## config.mk

```make
export PLATFORM = sky130hd
export DESIGN_NAME = fifo_wr_arbiter_ctrl_flat
export DESIGN_NICKNAME = d
export VERILOG_FILES = /design/src/rtl/fifo_wr_arbiter_ctrl_if.sv /design/src/rtl/fifo_wr_arbiter_ctrl.sv /design/src/flat_wrapper.sv
export SDC_FILE = /design/constraint.sdc
export NUM_CORES = 1
export LEC_CHECK = 0
export BUFFER_PORTS_ARGS = -buffer_cell sky130_fd_sc_hd__buf_2
export CAP_MARGIN = 20
export CORE_MARGIN = 3
export CORE_UTILIZATION = 25
export CTS_CLUSTER_SIZE = 14
export DETAILED_ROUTE_END_ITERATION = 6
export HOLD_SLACK_MARGIN = 0.08
export PLACE_DENSITY = 0.65
export SETUP_SLACK_MARGIN = 0.4
export SLEW_MARGIN = 5
export SYNTH_ARGS = -nofsm -noshare
export SYNTH_HDL_FRONTEND = slang
export SYNTH_SLANG_ARGS = --single-unit
```

## constraint.sdc

```tcl
create_clock -name clk -period 6.1 [get_ports clk]
set_input_delay 0.305 -clock clk [delete_from_list [all_inputs] [get_ports clk]]
set_output_delay 0.305 -clock clk [all_outputs]
set_load 0.1 [all_outputs]
```

## src/rtl/fifo_wr_arbiter_ctrl_if.sv

```systemverilog
// fifo_wr_arbiter_ctrl_if: writer/reader handshake, memory port and status bundle of the FIFO controller.
interface fifo_wr_arbiter_ctrl_if #(
    parameter int DATA_SIZE = 32,
    parameter int ADDR_LEN  = 6
);
    logic [1:0]           wr_valid;
    logic [1:0]           wr_ready;
    logic [DATA_SIZE-1:0] wr_data0;
    logic [DATA_SIZE-1:0] wr_data1;
    logic                 rd_req;
    logic                 rd_ack;
    logic                 clr_err;
    logic                 w_en;
    logic [ADDR_LEN-2:0]  w_addr;
    logic [DATA_SIZE-1:0] w_data;
    logic                 r_en;
    logic [ADDR_LEN-2:0]  r_addr;
    logic [ADDR_LEN-1:0]  count;
    logic                 full;
    logic                 empty;
    logic                 almost_full;
    logic                 overflow_err;
    logic                 underflow_err;

    modport master (
        output wr_valid, wr_data0, wr_data1, rd_req, clr_err,
        input  wr_ready, rd_ack, w_en, w_addr, w_data, r_en, r_addr,
               count, full, empty, almost_full, overflow_err, underflow_err
    );

    modport slave (
        input  wr_valid, wr_data0, wr_data1, rd_req, clr_err,
        output wr_ready, rd_ack, w_en, w_addr, w_data, r_en, r_addr,
               count, full, empty, almost_full, overflow_err, underflow_err
    );
endinterface

```

## src/rtl/fifo_wr_arbiter_ctrl.sv

```systemverilog
// fifo_wr_arbiter_ctrl: round-robin two-writer arbiter and pointer/status controller for a single-clock FIFO memory.
module fifo_wr_arbiter_ctrl #(
    parameter int DATA_SIZE = 32,
    parameter int MEM_SIZE  = 32,
    parameter int ADDR_LEN  = 6,
    parameter int AFULL_GAP = 4
) (
    input logic clk,
    input logic resetn,
    fifo_wr_arbiter_ctrl_if.slave bus
);
    logic [ADDR_LEN-1:0] wptr, rptr, count;
    logic                last_gnt, ovf, unf, full, empty, win, rd;
    logic [1:0]          gnt;

    assign empty = wptr == rptr;
    assign full  = (wptr[ADDR_LEN-1] != rptr[ADDR_LEN-1]) && (wptr[ADDR_LEN-2:0] == rptr[ADDR_LEN-2:0]);
    assign count = wptr - rptr;

    always_comb begin
        win = &bus.wr_valid ? ~last_gnt : bus.wr_valid[1];
        gnt = (full || bus.wr_valid == 2'b00) ? 2'b00 : (win ? 2'b10 : 2'b01);
    end

    assign rd                = bus.rd_req & ~empty;
    assign bus.wr_ready      = gnt;
    assign bus.w_en          = |gnt;
    assign bus.w_addr        = wptr[ADDR_LEN-2:0];
    assign bus.w_data        = DATA_SIZE'(gnt[1] ? bus.wr_data1 : bus.wr_data0);
    assign bus.rd_ack        = rd;
    assign bus.r_en          = rd;
    assign bus.r_addr        = rptr[ADDR_LEN-2:0];
    assign bus.count         = count;
    assign bus.full          = full;
    assign bus.empty         = empty;
    assign bus.almost_full   = (ADDR_LEN'(MEM_SIZE) - count) <= ADDR_LEN'(AFULL_GAP);
    assign bus.overflow_err  = ovf;
    assign bus.underflow_err = unf;

    // error set condition outranks a same-cycle clear
    always_ff @(posedge clk or negedge resetn) begin
        if (!resetn) begin
            wptr     <= '0;
            rptr     <= '0;
            last_gnt <= 1'b1;
            ovf      <= 1'b0;
            unf      <= 1'b0;
        end else begin
            wptr <= wptr + ADDR_LEN'(bus.w_en);
            rptr <= rptr + ADDR_LEN'(rd);
            if (bus.w_en) last_gnt <= gnt[1];
            ovf <= ((|bus.wr_valid) & full) | (ovf & ~bus.clr_err);
            unf <= (bus.rd_req & empty) | (unf & ~bus.clr_err);
        end
    end
endmodule

```

## src/flat_wrapper.sv

```systemverilog
// flat-port wrapper written by rule: the top's interface ports become plain ports
module fifo_wr_arbiter_ctrl_flat 
#(
    parameter int DATA_SIZE = 32,
    parameter int MEM_SIZE  = 32,
    parameter int ADDR_LEN  = 6,
    parameter int AFULL_GAP = 4
)
  (clk, resetn, bus_wr_valid, bus_wr_data0, bus_wr_data1, bus_rd_req, bus_clr_err, bus_wr_ready, bus_rd_ack, bus_w_en, bus_w_addr, bus_w_data, bus_r_en, bus_r_addr, bus_count, bus_full, bus_empty, bus_almost_full, bus_overflow_err, bus_underflow_err);
  fifo_wr_arbiter_ctrl_if #(.DATA_SIZE(DATA_SIZE), .ADDR_LEN(ADDR_LEN)) bus_i ();
  input logic clk;
  input logic resetn;
  input wire logic [$bits(bus_i.wr_valid)-1:0] bus_wr_valid;
  input wire logic [$bits(bus_i.wr_data0)-1:0] bus_wr_data0;
  input wire logic [$bits(bus_i.wr_data1)-1:0] bus_wr_data1;
  input wire logic [$bits(bus_i.rd_req)-1:0] bus_rd_req;
  input wire logic [$bits(bus_i.clr_err)-1:0] bus_clr_err;
  output wire logic [$bits(bus_i.wr_ready)-1:0] bus_wr_ready;
  output wire logic [$bits(bus_i.rd_ack)-1:0] bus_rd_ack;
  output wire logic [$bits(bus_i.w_en)-1:0] bus_w_en;
  output wire logic [$bits(bus_i.w_addr)-1:0] bus_w_addr;
  output wire logic [$bits(bus_i.w_data)-1:0] bus_w_data;
  output wire logic [$bits(bus_i.r_en)-1:0] bus_r_en;
  output wire logic [$bits(bus_i.r_addr)-1:0] bus_r_addr;
  output wire logic [$bits(bus_i.count)-1:0] bus_count;
  output wire logic [$bits(bus_i.full)-1:0] bus_full;
  output wire logic [$bits(bus_i.empty)-1:0] bus_empty;
  output wire logic [$bits(bus_i.almost_full)-1:0] bus_almost_full;
  output wire logic [$bits(bus_i.overflow_err)-1:0] bus_overflow_err;
  output wire logic [$bits(bus_i.underflow_err)-1:0] bus_underflow_err;
  assign bus_i.wr_valid = bus_wr_valid;
  assign bus_i.wr_data0 = bus_wr_data0;
  assign bus_i.wr_data1 = bus_wr_data1;
  assign bus_i.rd_req = bus_rd_req;
  assign bus_i.clr_err = bus_clr_err;
  assign bus_wr_ready = bus_i.wr_ready;
  assign bus_rd_ack = bus_i.rd_ack;
  assign bus_w_en = bus_i.w_en;
  assign bus_w_addr = bus_i.w_addr;
  assign bus_w_data = bus_i.w_data;
  assign bus_r_en = bus_i.r_en;
  assign bus_r_addr = bus_i.r_addr;
  assign bus_count = bus_i.count;
  assign bus_full = bus_i.full;
  assign bus_empty = bus_i.empty;
  assign bus_almost_full = bus_i.almost_full;
  assign bus_overflow_err = bus_i.overflow_err;
  assign bus_underflow_err = bus_i.underflow_err;
  fifo_wr_arbiter_ctrl #(.DATA_SIZE(DATA_SIZE), .MEM_SIZE(MEM_SIZE), .ADDR_LEN(ADDR_LEN), .AFULL_GAP(AFULL_GAP)) u_core (.clk(clk), .resetn(resetn), .bus(bus_i));
endmodule
```

==> results.md <==
- Outcome: finished, final reports clean
- Layout cell share with drive strength beyond 1: 65.1%
- CP max FO: 3
- Worst-Skew Late Latency: 0.25 ns
- # diodes: 0
- Initial antenna violation count: 0
- Startpoint type of the worst setup path: flop
- Port buffer count: 127
- Tmin final: 3.15 ns
- Syn avg cell area: 11.2 um^2
- Avg Vias per Cell: 4.27
- Largest net degree at the start of global routing: 34
- DRC errors left: 0
- Core Box Area: 0.00571 mm^2
- Wirelength per Cell: 13.6 um
- Placed Area: 0.00211 mm^2
- CTS Hold Bufs: 1
- Antenna-violating nets left: 0
- Syn_nets: 217
- Slew @ Worst Pin: 0.629 ns
- Finished layout cell area: 0.00217 mm^2
- Number of CTS-inserted buffers: 3
- Max_cap viols: 0
- Fill cells: 595
- Yosys Warn Count: 0
- Hold crit path type: in2reg
- GRT overflow: 0
- Post-synthesis cell count: 137
- Worst Path Arrival: 2.85 ns
- CTS max path bufs: 2
- Synthesis-stage register bit count: 15
- F_max: 0.317 GHz
- NumNets Final: 336
- Synth area leader: mux2_4
- Clock Sink Count: 15
- Gpl congestion: 0.772
- Final hold vios: 0
- Post-DP HPWL: 3.85 mm
- Worst slew margin relative to its limit: 58.1%
- Seq/Total Area, Yosys: 24.6%
- Post-route setup TNS: 0 ns
- Share of Yosys cell area claimed by the top area cell type: 28.5%
- Vias in the first global route: 1,497
- Final period util: 51.6%
- Cell area after synthesis: 0.00153 mm^2
- Most frequent cells in the layout: buf_2, mux2_4, dfrtp_1
- Top Ports: 128
- CTS resizes: 0
- Site row count: 27
- Commonest non-fill, non-tap cell in the layout: buf_2
- Die Y: 84.2 um
- Chip width: 84.2 um
- First-pass GRT wire length: 7.10 mm
- Layout Area Growth over Synthesis: 41.7%
- Layout Skew: 0.00525 ns
- Unrepaired setup endpoints after global routing: no
- Synth cell types: 30
- Root Buffer: clkbuf_8
- Starting Density: 26.8%
- Routed vias: 1,395
- CTS clock-pin slew for the worst setup and hold paths: 0.06 ns
- Finish-stage setup viols: 0
- Slew Limit Fails: 0
- Tot GR Track Use: 11.8%
- CP Capture Type: primary output
- Post-CTS Setup Bufs: 0
- Detailed Routing Iterations Pass 1: 4
- Routed Wire Length: 4.45 mm
- H-tree levels: 1
- Worst Path Required: 5.79 ns
- WHS: 0.245 ns
- Initial detailed-routing violation count: 46
- Synth area leaders: mux2_4, dfrtp_1, ha_1
- Die area: 0.00710 mm^2
- CTS tree: built
- Crit path kind: reg2out
==> path summary, 6_finish.rpt <==
path                                 from  cells after the start                 endpoint  slack, ns
hold / removal                bus_clr_err                      2  u_core.bus.overflow_err       0.25
min in group asynchronous          resetn                      2           u_core.rptr[5]       0.49
setup reg to reg           u_core.wptr[4]                      9           u_core.rptr[5]       3.79
max in group asynchronous          resetn                      2          u_core.last_gnt       5.31
hold reg to reg            u_core.rptr[4]                      1           u_core.rptr[4]       0.53
setup / recovery           u_core.rptr[0]                      8          bus_almost_full       2.95
==> sequential cells by signal (all words and copies together), names as in the netlist <==
| signal | flops |
|---|---|
| u_core.last_gnt | 1 |
| u_core.bus.overflow_err | 1 |
| u_core.wptr | 6 |
| u_core.bus.underflow_err | 1 |
| u_core.rptr | 6 |
==> critical path, cell delays in order (launching register included) <==
cell      delay (ns)
dfrtp_1         0.40
ha_1            0.24
fa_1            0.42
nand2b_1        0.17
a21oi_1         0.16
xor2_1          0.11
or4_1           0.52
mux2i_1         0.14
buf_2           0.44
==> final cells by class <==
cell class / instances / area, um^2 / area share (%)
timing repair buffer: 128 / 646 / 29.8
tap: 72 / 90.1 / 4.15
inverter: 13 / 48.8 / 2.25
sequential: 15 / 377 / 17.4
multi-input combinational: 95 / 962 / 44.4
clock buffer: 4 / 45.0 / 2.08
==> per-layer routing <==
layer	track usage (%)	wire [um]	up-vias
li1	-	-	698
met1	13.8	1700	632
met2	20.9	2320	59
met3	3.24	349	6
met4	3.22	78	0
met5	0	0	-
==> through the flow <==
stage / utilization [%] / cells / setup WS [ns]
after detailed placement: 37.0 / 322 / 3.21
after global routing: 38.0 / 327 / 2.79
after floorplan: - / 137 / 1.32
after CTS: 38.0 / 327 / 2.93
final: 38.0 / 327 / 2.95
after global placement: 37.0 / 322 / 3.28
==> cell usage after synthesis <==
cell type	count
nand3_4	1
a311o_1	1
mux2_2	3
nand2_1	3
a21oi_1	4
fa_1	1
ha_1	9
dfstp_2	1
nor2_1	8
nor4_1	1
xor2_1	5
a31oi_1	1
xnor2_1	6
nor2b_1	1
and2_1	1
o22ai_1	1
and3_1	3
buf_4	11
o31ai_1	1
mux2_4	29
nand2b_1	2
buf_12	3
or4_1	1
inv_1	13
xor2_2	1
dfrtp_1	14
mux2i_1	1
nand4_4	1
nand3_1	6
o21ai_0	4
==> cells by family after synthesis <==
family,count (synthesis),share of synthesized area [%]
buffers and inverters,27,12.5
AO/OA/AOI/OAI,12,4.58
adder cells (fa/ha/maj),10,8.67
multiplexers,33,31.3
XOR/XNOR,12,7.36
flip-flops,15,24.6
AND/OR/NAND/NOR,28,11.0
Power is left out: the tool's default activity adds up to more than one toggle a clock period on the data nets, which glitch-free logic cannot reach.
